--- config.mk ---
export PLATFORM = sky130hd
export DESIGN_NAME = debug_sequencer
export DESIGN_NICKNAME = d
export VERILOG_FILES = /design/src/rtl/debug_sequencer.sv
export SDC_FILE = /design/constraint.sdc
export NUM_CORES = 1
export LEC_CHECK = 0
export BUFFER_PORTS_ARGS = -buffer_cell sky130_fd_sc_hd__buf_4
export CAP_MARGIN = 40
export CELL_PAD_IN_SITES_DETAIL_PLACEMENT = 1
export CELL_PAD_IN_SITES_GLOBAL_PLACEMENT = 2
export CORE_MARGIN = 3
export CORE_UTILIZATION = 34
export CTS_CLUSTER_SIZE = 16
export DETAILED_ROUTE_END_ITERATION = 7
export PLACE_DENSITY = 0.95
export RECOVER_POWER = 100
export SLEW_MARGIN = 20
export SYNTH_ARGS = -nofsm -noshare
export SYNTH_HDL_FRONTEND = slang
export SYNTH_SLANG_ARGS = --single-unit
--- constraint.sdc ---
create_clock -name clk -period 6.1 [get_ports clk]
set_clock_uncertainty 0.05 [all_clocks]
set_input_delay 0.61 -clock clk [delete_from_list [all_inputs] [get_ports clk]]
set_output_delay 0.61 -clock clk [all_outputs]
set_load 0.1 [all_outputs]
--- src/rtl/debug_sequencer.sv ---
// Debugger control FSM: runs or steps the MIPS pipeline on UART commands and
// streams a PC / register file / data-memory dump back over the UART.
module debug_sequencer #(
  parameter int unsigned MEM_WORDS  = 32,
  parameter int unsigned RST_CYCLES = 2
) (
  input  logic        clk,
  input  logic        inicio,
  input  logic [7:0]  rx_data,
  input  logic        rx_valid,
  output logic [7:0]  tx_data,
  output logic        tx_valid,
  input  logic        tx_ready,
  input  logic        finalW,
  input  logic [8:0]  pcf,
  output logic [4:0]  reg_sel,
  input  logic [31:0] reg_data,
  input  logic [31:0] mem_data,
  output logic        activo,
  output logic        pipe_inicio,
  output logic        mem_in,
  output logic [11:0] add_in,
  output logic        busy
);

  typedef enum logic [3:0] {
    S_RST, S_IDLE, S_STEP, S_RUN, S_PC,
    S_REG_LD, S_REG_TX, S_MEM_ADDR, S_MEM_WAIT, S_MEM_TX
  } state_t;

  localparam logic [15:0] RST_LAST = 16'(RST_CYCLES - 1);
  localparam logic [11:0] MEM_LAST = 12'(MEM_WORDS - 1);

  state_t      r_state;
  state_t      w_next;
  logic [15:0] r_rst_cnt;
  logic        r_halted;
  logic [31:0] r_shift;
  logic [1:0]  r_byte;
  logic [4:0]  r_reg;
  logic [11:0] r_addr;

  logic w_tx_valid;
  logic w_activo;
  logic w_mem_in;
  logic w_pipe_inicio;
  logic w_fire;
  logic w_word_done;
  logic w_enter_pc;

  assign w_fire      = w_tx_valid & tx_ready;
  assign w_word_done = w_fire & (r_byte == 2'd3);
  assign w_enter_pc  = (w_next == S_PC) && (r_state != S_PC);

  always_ff @(posedge clk or negedge inicio) begin
    if (!inicio) r_state <= S_RST;
    else         r_state <= w_next;
  end

  always_comb begin
    w_next        = r_state;
    w_tx_valid    = 1'b0;
    w_activo      = 1'b0;
    w_mem_in      = 1'b0;
    w_pipe_inicio = 1'b0;
    case (r_state)
      S_RST: begin
        w_pipe_inicio = 1'b1;
        if (r_rst_cnt == RST_LAST) w_next = S_IDLE;
      end
      S_IDLE: begin
        if (rx_valid) begin
          case (rx_data)
            8'h73:   w_next = r_halted ? S_PC : S_STEP;
            8'h63:   w_next = r_halted ? S_PC : S_RUN;
            8'h72:   w_next = S_RST;
            default: w_next = S_IDLE;
          endcase
        end
      end
      S_STEP: begin
        w_activo = 1'b1;
        w_next   = S_PC;
      end
      S_RUN: begin
        w_activo = 1'b1;
        if (finalW) w_next = S_PC;
      end
      S_PC: begin
        w_tx_valid = 1'b1;
        if (w_word_done) w_next = S_REG_LD;
      end
      S_REG_LD: w_next = S_REG_TX;
      S_REG_TX: begin
        w_tx_valid = 1'b1;
        if (w_word_done) w_next = (r_reg == 5'd31) ? S_MEM_ADDR : S_REG_LD;
      end
      S_MEM_ADDR: begin
        w_mem_in = 1'b1;
        w_next   = S_MEM_WAIT;
      end
      S_MEM_WAIT: begin
        w_mem_in = 1'b1;
        w_next   = S_MEM_TX;
      end
      S_MEM_TX: begin
        w_mem_in   = 1'b1;
        w_tx_valid = 1'b1;
        if (w_word_done) w_next = (r_addr == MEM_LAST) ? S_IDLE : S_MEM_ADDR;
      end
      default: w_next = S_RST;
    endcase
  end

  always_ff @(posedge clk or negedge inicio) begin
    if (!inicio) begin
      r_rst_cnt <= '0;
      r_halted  <= 1'b0;
      r_shift   <= '0;
      r_byte    <= '0;
      r_reg     <= '0;
      r_addr    <= '0;
    end else begin
      if (r_state == S_RST) begin
        r_rst_cnt <= r_rst_cnt + 16'd1;
        r_halted  <= 1'b0;
      end else begin
        r_rst_cnt <= '0;
      end
      if (w_activo && finalW) r_halted <= 1'b1;
      // PC is two bytes: preload the index at 2 so the shared 3->0 wrap ends it.
      if (w_enter_pc) begin
        r_shift <= {7'b0, pcf, 16'h0000};
        r_byte  <= 2'd2;
      end
      case (r_state)
        S_REG_LD: begin
          r_shift <= reg_data;
          r_byte  <= '0;
        end
        S_MEM_WAIT: begin
          r_shift <= mem_data;
          r_byte  <= '0;
        end
        default: begin
          if (w_fire) begin
            r_shift <= {r_shift[23:0], 8'h00};
            r_byte  <= r_byte + 2'd1;
          end
        end
      endcase
      if (r_state == S_REG_TX && w_word_done)
        r_reg <= (r_reg == 5'd31) ? 5'd0 : r_reg + 5'd1;
      if (r_state == S_MEM_TX && w_word_done)
        r_addr <= (r_addr == MEM_LAST) ? 12'd0 : r_addr + 12'd1;
    end
  end

  assign tx_valid    = w_tx_valid;
  assign tx_data     = w_tx_valid ? r_shift[31:24] : '0;
  assign activo      = w_activo;
  assign pipe_inicio = w_pipe_inicio;
  assign mem_in      = w_mem_in;
  assign add_in      = r_addr;
  assign reg_sel     = r_reg;
  assign busy        = (r_state != S_IDLE);

endmodule

# After elaboration in Yosys (flattened, before gate mapping)
# Cells that the tools add are included.
# word_totals
regBits	72
wordCells	72
# op_classes
n_addsub	4
eq_ne	19
muxes	28
bitwise_logic	2
reduce_logical	12
# ops
operator	count
$mux 32	2
$pmux 32 s2	1
$pmux 4 s10	1
$eq 8x7->1 const B	3
$mux 4	6
$eq 4x3->1 const B	5
$add 16x1->16 const B	1
$eq 16x1->1 const B	1
$mux 16	1
$add 12x1->12 const B	1
$eq 12x5->1 const B	1
$mux 12	1
$mux 3	3
$pmux 3 s3	1
$eq 4x2->1 const B	2
$eq 4x4->1 const B	2
$mux 2	4
$mux 8	1
$mux 1	6
$reduce_or 3->1	2
$add 5x1->5 const B	1
$eq 5x5->1 const B	1
$mux 5	1
$eq 4x1->1 const B	1
other kinds (11)	16

# Logic depth before layout (Yosys ltp)
# Gate-level depths: netlist (run 1).
# logic_depth
depth_word	12
mapped_depth	10
ltp_nobuf	8

# Worst setup path before layout (run 1)
# Ideal clock, no wire load.
# synth_timing
path_kind	flip-flop to output port
startpoint	reg r_state[2]
endpoint	out activo
arrival_time_ps	2861
required_ps	5440
slack_ps	2579
path_stages_with_launch	3
cell_sequence	dfrtp_1 clkbuf_1 nor3b_1
# synth_via
elab_chain_len	3
elab_cells_between_ends	4
cone_classes	2 x eq/ne; 1 x mux; 1 x reduce/logical
# synth_rtl
item	line_no	text
start, declared	34	state_t r_state;
start signal, assigned	57	else r_state <= w_next;
$eq 4x2->1	66	case (r_state)
$reduce_or 2->1 (no source line) *	-	
$mux 1 *	66	
end, declared	19	output logic activo,
# Mark *: on every way between the ends. The rest lies on a longest branch, timed or not.

# Final worst setup path (run 1)
# layout_timing
startpoint	reg r_state[1]
endpoint	reg r_shift[10]
# layout_via
elab_chain_len	10
elab_cells_between_ends	27
cone_classes	11 x eq/ne; 10 x mux; 2 x bitwise; 4 x reduce/logical
# layout_rtl
item	line_no	text
$eq 4x3->1 or $eq 4x4->1 (tied branches)	66	
$reduce_or 3->1 (no source line)	-	
$mux 1	66	
$and 1x1->1	51	assign w_fire = w_tx_valid & tx_ready;
$and 1x1->1	52	assign w_word_done = w_fire & (r_byte == 2'd3);
$mux 4, on equally long branches	109, 91, 96	
$pmux 4 s10	66	
$eq 4x3->1	53	assign w_enter_pc = (w_next == S_PC) && (r_state != S_PC);
$logic_and 1x1->1	53	
$reduce_bool 4->1 (no source line)	-	
end signal, assigned	133	r_shift <= {7'b0, pcf, 16'h0000};
end signal, assigned	138	r_shift <= reg_data;
end signal, assigned	142	r_shift <= mem_data;
end, declared	38	logic [31:0] r_shift;
# Parallel ways exist; a longest one is shown, timed or not.
# A chain may end at the register's enable or synchronous reset.

==> results.toml, run 1 <==
[synth]
avgSynthCellArea_um2 = 10.2
yosysTopAreaCell = "dfrtp_1"
ys_types = 54
ys_seq_elements = 72
syn_nets = 462
yosysWarnings = 0
synth_area_leaders = "dfrtp_1, a222oi_1, mux2i_1"
yosysSeqAreaShare_pct = 47.8
ys_async_sr_fraction_pct = 100
yosys.area.top_type_share_pct = 47.8
yosysMostFrequentCell = "dfrtp_1"
ys.flop_type = "dfrtp_1"
synth_common_cells = "dfrtp_1, nor2_1, inv_1"
synthesis.area_um2 = 3770
synth-edff-count = 0
synthCells = 370

[critical_path]
r2r_slack_ns = 2.00
reg2reg_depth = 8
worstPathMaxFanout = 21
critPathKind = "register to register"
r2r_end = "r_shift[10]"
arrival_ns = 4.31
worstSetupEndpointType = "register"
cp-start-kind = "register"
rr_startpoint = "r_state[1]"
critPathRequiredTime_ns = 6.31

[timing]
period_share_pct = 67.3
min_period_ns = 4.10
worst_slack_ns = 2.00
slew_headroom_pct = -55.8
rsz0062_at_grt = "no"
max_freq_mhz = 244
finalSetupViolCount = 0
fin_setup_tns_ns = 0
finalHoldViolations = 0
tightest_slew_ns = 2.34
finalMaxSlewViolations = 75

[detailed_routing]
drc = 0
drt_iter0_markers = 259
vias = 3422
drtPass1Iterations = 7
vias_per_cell = 5.50
ant_nets = 0
wl_um = 11700
wire_per_inst_um = 18.8

[global_route]
grt_pass1_wl_um = 19000
grt_max_degree = 43
grt_overflow = 0
antenna_found_initial = 0
grt_usage_pct = 18.9
first_global_vias = 3676

[pwr]
ir_drop_mv = 0.301
leakagePower_nw = 2.17
power.total_mw = 2.28
pwr_density_cell_nw_per_um2 = 469

[placement]
dp_slack_ns = 2.82
port_buffers = 115
dp_hpwl_um = 8360
gp_congestion = 0.792

[clocking]
cts_htree_levels = 3
numCtsBuffers = 9
cts_num_sinks = 72
postCtsSetupRepairBufs = 0
clk_path_buf_depth = 2
clock_latency_ns = 0.35
cts_tree = "yes"
ctsResizeCount = 0
holdBufCountCts = 0
clock-root-buffer = "clkbuf_8"
clk_pin_slew_ns = 0.08

[cells_and_area]
diodes = 0
drive_above_1_share_pct = 22.2
nNetsFinal = 573
area_delta_synth_final_pct = 28.8

[hold_path]
hold_class = "input port to register"
min_from = "mem_data[6]"
holdPathStages = 3
worstHoldEndpoint = "r_shift[6]"

[floorplan]
start_util_pct = 35.7
coreArea_um2 = 10600
rows = 37
die_y_um = 111
fp.dieArea_um2 = 12400
ios = 116
fp.dieW_um = 111

[run]
max_cap_violations = 2

[run_status]
violations = "capacitance limit, slew limit"
status = "finished with violations"
[per-layer routing]
layer | vias to the layer above | global-route usage [%] | part of all wire (%)
met5 | - | 0 | 0
met4 | 0 | 7.70 | 3.4
met3 | 26 | 4.89 | 4.6
met2 | 91 | 32.1 | 51
met1 | 1723 | 22.9 | 41
li1 | 1582 | - | -
[power breakdown]
part / internal [mW] / total [mW] / switching [mW]
combinational: 0.382 / 1.12 / 0.737
clock: 0.254 / 0.440 / 0.186
sequential: 0.606 / 0.718 / 0.112
[worst max-delay path by stage]
stage,start,end
after floorplan,r_state[2],activo
after global placement,r_state[1],r_shift[21]
after detailed placement,r_state[1],r_shift[14]
after CTS,r_state[1],r_shift[10]
after global routing,r_state[1],r_shift[10]
final,r_state[1],r_shift[10]
[kinds of logic after synthesis]
| group | count (synthesis) | share of synthesized area (%) |
|---|---|---|
| DFF | 72 | 47.8 |
| AOI/OAI and AO/OA | 77 | 17.0 |
| and+or+nand+nor | 124 | 17.0 |
| adders and majority gates | 6 | 1.99 |
| xor gates and xnor gates | 23 | 5.34 |
| muxes | 18 | 4.84 |
| buffers and inverters | 50 | 6.04 |
[per-stage QoR]
stage / instance area, um2 / hold WS, ns / utilization (%) / std cells
2_1_floorplan: 3770 / 0.264 / - / 370
3_5_place_dp: 4780 / 0.435 / 45.2 / 606
6_report: 4860 / 0.437 / 46.0 / 622
5_1_grt: 4860 / 0.442 / 46.0 / 622
3_3_place_gp: 4710 / 0.416 / 44.7 / 603
4_1_cts: 5010 / 0.150 / 47.4 / 622
[layout by cell type (no fill, tap or decap), types with 14 or more instances in the layout]
cell,instances
a222oi_1,24
dfrtp_1,72
mux2i_1,16
inv_1,30
nand2_1,25
buf_4,87
clkbuf_1,32
nand3_1,15
xnor2_1,14
nor2_1,33
o21ai_0,14
[critical path, stage by stage, from the launching register on]
cell and delay [ns]:
dfrtp_1 0.61, or4_1 0.58, inv_1 0.11, and3_1 0.17, a221o_1 0.30, or4_1 0.54, o21bai_1 1.14, buf_16 0.25
mux2i_1 0.24
[cell type report]
cell class	instances	area [um2]
fillers	1244	5700
flip-flops and latches	72	1800
inverters	30	113
clock buffers	12	155
repair buffers	120	812
well taps	136	170
clock inverters	4	76.3
multi-input cells	248	1730
[sequential cells by signal, indices dropped and copies added (netlist names)]
signal	count
r_state	4
r_rst_cnt	16
add_in	12
r_shift	32
r_halted	1
reg_sel	5
r_byte	2
(Power assumes the default switching activity.)
==> run 2, diff against run 1 <==
--- a/config.mk
+++ b/config.mk
@@ -10,10 +10,10 @@
 export CELL_PAD_IN_SITES_DETAIL_PLACEMENT = 1
 export CELL_PAD_IN_SITES_GLOBAL_PLACEMENT = 2
 export CORE_MARGIN = 3
-export CORE_UTILIZATION = 34
+export CORE_UTILIZATION = 31
 export CTS_CLUSTER_SIZE = 16
 export DETAILED_ROUTE_END_ITERATION = 7
-export PLACE_DENSITY = 0.95
+export PLACE_DENSITY = 0.89
 export RECOVER_POWER = 100
 export SLEW_MARGIN = 20
 export SYNTH_ARGS = -nofsm -noshare
==> constraint.sdc (replaced) <==
create_clock -name clk -period 4 [get_ports clk]
set_clock_uncertainty 0.05 [all_clocks]
set_input_delay 0.4 -clock clk [delete_from_list [all_inputs] [get_ports clk]]
set_output_delay 0.4 -clock clk [all_outputs]
set_load 0.1 [all_outputs]
==> results.toml, run 2 (same netlist as run 1, synthesis figures left out) <==
[detailed_routing]
drtPass1Iterations = 8
vias_per_cell = 5.41
vias = 3407
drc = 3
ant_nets = 0
wl_um = 11500
drt_iter0_markers = 377
wire_per_inst_um = 18.3

[timing]
period_share_pct = 87.6
finalMaxSlewViolations = 0
slew_headroom_pct = 17.1
fin_setup_tns_ns = 0
min_period_ns = 3.51
rsz0062_at_grt = "no"
max_freq_mhz = 285
finalSetupViolCount = 0
tightest_slew_ns = 1.24
worst_slack_ns = 0.494
finalHoldViolations = 0

[run_status]
status = "finished with violations"
violations = "DRC"

[critical_path]
cp-start-kind = "register"
cpMostUsedCell = "or4_1"
crit_family = "simple AND/OR/NAND/NOR gates"
crit_chain = "or4_1 > clkinv_1 > and3_1 > a221o_1 > or4_1 > or2_0 > o221a_1"
worstPathMaxFanout = 18
arrival_ns = 3.67
critPathKind = "register to register"
crit_path_max_incr_delay_ns = 0.64
path_buf_inv = 1
cp_slowest_cell = "or4_1"
worstSetupEndpointType = "register"
critPathRequiredTime_ns = 4.16

[pwr]
power.total_mw = 3.64
ir_drop_mv = 0.361
pwr_density_cell_nw_per_um2 = 734
leakagePower_nw = 2.21

[global_route]
antenna_found_initial = 0
grt_usage_pct = 17.3
first_global_vias = 3517
grt_max_degree = 51
grt_overflow = 0
grt_pass1_wl_um = 18500

[clocking]
holdBufCountCts = 1
numCtsBuffers = 9
clk_path_buf_depth = 2
cts_tree = "yes"
postCtsSetupRepairBufs = 0
clk_pin_slew_ns = 0.06
clock_latency_ns = 0.33
ctsResizeCount = 0
clock-root-buffer = "clkbuf_16"
cts_num_sinks = 72
cts_htree_levels = 3

[cells_and_area]
largest_reg_flops = 32
area_delta_synth_final_pct = 31.6
register_area_um2 = 1800
layout_common_cells = "buf_4, dfrtp_1, nor2_1"
layout_commonest_cell = "buf_4"
max_flop_register = "r_shift"
nFillCells = 1343
multi_input_area_um2 = 1740
nNetsFinal = 575
drive_above_1_share_pct = 22.8
diodes = 0

[floorplan]
fp.dieArea_um2 = 13500
start_util_pct = 32.3
coreArea_um2 = 11700
fp.dieW_um = 116
rows = 39
ios = 116
die_y_um = 116

[placement]
dp_hpwl_um = 8290
gp_congestion = 0.759
port_buffers = 115
dp_slack_ns = 0.738

[run]
max_cap_violations = 0

[hold_path]
hold_class = "input port to register"
run 2: layout make-up:
class                      instances  share of cell area (%)
multi-input combinational        248                    35.1
timing repair buffer             122                    16.3
clock buffer                      10                    4.81
sequential                        72                    36.3
tap                              143                    3.60
clock inverter                     5                    1.64
inverter                          30                    2.27
run 2: where the power goes:
| group | internal, mW | switching (mW) |
|---|---|---|
| Clock | 0.559 | 0.307 |
| Combinational | 0.548 | 1.13 |
| Sequential | 0.926 | 0.171 |
run 2: metrics by stage:
step / cell area, um2 / hold WS, ns / cells / utilization, %
after global placement: 4740 / 0.419 / 612 / 40.6
after detailed placement: 4780 / 0.280 / 614 / 41.0
final: 4960 / 0.246 / 630 / 42.6
after CTS: 5110 / 0.243 / 630 / 43.8
after floorplan: 3770 / 0.0544 / 370 / -
after global routing: 4960 / 0.254 / 630 / 42.6
run 2: worst paths after layout:
kind / startpoint / to / slack [ns] / depth (start not counted)
min in group asynchronous: inicio / r_shift[28] / 0.81 / 2
min reg2reg: add_in[4] / add_in[4] / 0.44 / 1
max: r_state[1] / r_shift[20] / 0.49 / 7
max reg2reg: r_state[1] / r_shift[20] / 0.49 / 7
max in group asynchronous: inicio / r_rst_cnt[0] / 1.24 / 3
min: mem_data[7] / r_shift[7] / 0.25 / 3
run 2: tightest hold or removal path, stage by stage:
cell     delay (ns)
buf_4          0.08
a22oi_1        0.05
o21ai_0        0.06
run 2: per-layer routing:
| layer | track usage (%) | vias to the layer above | part of all wire [%] |
|---|---|---|---|
| met1 | 22.8 | 1711 | 42 |
| met3 | 3.63 | 12 | 4.4 |
| met4 | 4.41 | 0 | 1.6 |
| met5 | 0 | - | 0 |
| li1 | - | 1589 | - |
| met2 | 28.9 | 95 | 52 |
==> run 3, diff against run 2 <==
--- a/config.mk
+++ b/config.mk
@@ -15,6 +15,7 @@
 export DETAILED_ROUTE_END_ITERATION = 7
 export PLACE_DENSITY = 0.89
 export RECOVER_POWER = 100
+export REMOVE_ABC_BUFFERS = 1
 export SLEW_MARGIN = 20
 export SYNTH_ARGS = -nofsm -noshare
 export SYNTH_HDL_FRONTEND = slang
==> results.toml, run 3 (same netlist as run 1, synthesis figures left out) <==
[critical_path]
worstPathMaxFanout = 18
critPathRequiredTime_ns = 4.16
arrival_ns = 3.58
r2r_end = "r_shift[19]"
cp-start-kind = "register"
reg2reg_depth = 7
rr_startpoint = "r_state[1]"
critPathKind = "register to register"
worstSetupEndpointType = "register"
r2r_slack_ns = 0.58

[hold_path]
worstHoldEndpoint = "r_shift[3]"
holdPathStages = 3
hold_class = "input port to register"
min_from = "mem_data[3]"

[timing]
finalMaxSlewViolations = 34
hold-worst-slack_ns = 0.249
finalSetupViolCount = 0
tightest_slew_ns = 1.84
fin_setup_tns_ns = 0
max_freq_mhz = 293
finalHoldViolations = 0
rsz0062_at_grt = "no"
slew_headroom_pct = -22.6
period_share_pct = 85.4
min_period_ns = 3.42

[placement]
dpl.cell_count = 614
dp_hpwl_um = 8090
gp_congestion = 0.837
port_buffers = 115

[detailed_routing]
vias = 3342
ant_nets = 0
wl_um = 10900
drtPass1Iterations = 8
wire_per_inst_um = 17.4
drc = 0
vias_per_cell = 5.30
drt_iter0_markers = 320

[floorplan]
rows = 39
fp.dieW_um = 116
coreArea_um2 = 11700
fp.dieArea_um2 = 13500
die_y_um = 116
start_util_pct = 32.3
ios = 116

[cells_and_area]
fin_cells = 631
nFillCells = 1333
max_flop_register = "r_shift"
multi_input_area_um2 = 1740
layout_common_cells = "buf_4, dfrtp_1, nor2_1"
diodes = 0
largest_reg_flops = 32
area_delta_synth_final_pct = 32.6
register_area_um2 = 1800
drive_above_1_share_pct = 23.0
nNetsFinal = 575
layout_commonest_cell = "buf_4"

[clocking]
numCtsBuffers = 9
cts_htree_levels = 3
clk_path_buf_depth = 2
cts_num_sinks = 72
ctsResizeCount = 0
cts_tree = "yes"
clk_pin_slew_ns = 0.06
clock_latency_ns = 0.33
clock-root-buffer = "clkbuf_16"

[pwr]
p_sw_share_pct = 42.5
p_switching_mw = 1.57
power.total_mw = 3.70
leakagePower_nw = 2.22
comb_power_share_pct = 44.4
pwr-share-seq_pct = 29.5
clockPowerShare_pct = 26.0
ir_drop_mv = 0.266
pwr_density_cell_nw_per_um2 = 739
p_int_mw = 2.12

[run_status]
violations = "capacitance limit, slew limit"
status = "finished with violations"

[global_route]
grt_max_degree = 41
grt_pass1_wl_um = 17600
grt_usage_pct = 16.6
antenna_found_initial = 0
grt_overflow = 0
first_global_vias = 3489

[run]
max_cap_violations = 1
run 3: worst max-delay path, stage by stage, from the launching register on:
cell and delay (ns):
dfrtp_1 0.61, or4_1 0.60, clkinv_1 0.18, and3_1 0.18, a221o_1 0.30, or4_1 0.58, or2_0 0.45, o221a_1 0.35
run 3: power groups by stage:
stage | clock network [mW] | logic, mW | registers [mW]
after global routing | 1.02 | 1.78 | 1.12
after detailed placement | 0 | 1.73 | 1.10
final | 0.962 | 1.64 | 1.09
after CTS | 0.989 | 1.75 | 1.09
after floorplan | 0 | 1.19 | 1.14
after global placement | 0 | 1.69 | 1.08
run 3: worst max path at each step:
stage	depth (start not counted)	end	startpoint
floorplan	6	r_shift[16]	r_state[2]
global placement	7	r_shift[20]	r_state[1]
detailed placement	7	r_shift[21]	r_state[1]
CTS	7	r_shift[21]	r_state[1]
global route	7	r_shift[21]	r_state[1]
finish	7	r_shift[19]	r_state[1]
run 3: per-stage QoR:
step                      util [%]  setup slack [ns]  cell area (um2)
after detailed placement      40.9             0.751             4770
after global placement        40.6             0.848             4740
final                         42.9             0.584             5000
after floorplan                  -             0.466             3660
after CTS                     44.1             0.729             5140
after global routing          42.9             0.345             5000
run 3: layer usage:
metal | up-vias | wire, um | track usage, %
li1 | 1591 | - | -
met1 | 1635 | 4550 | 20.3
met2 | 102 | 5570 | 28.5
met3 | 14 | 615 | 3.42
met4 | 0 | 210 | 6.50
met5 | - | 0 | 0
run 3: what timing repair did:
item                      4_1_cts  5_1_grt
hold endpoints to repair       32        0
hold buffers                    1        0
buffers inserted                0        0
run 3: final cells by class:
cell class                      count  area share (%)
Clock buffer                       12            5.33
Clock inverter                      4            1.98
Inverter                           30            2.25
Multi-Input combinational cell    248            34.9
Sequential cell                    72            36.0
Tap cell                          143            3.58
Timing Repair Buffer              122            16.0
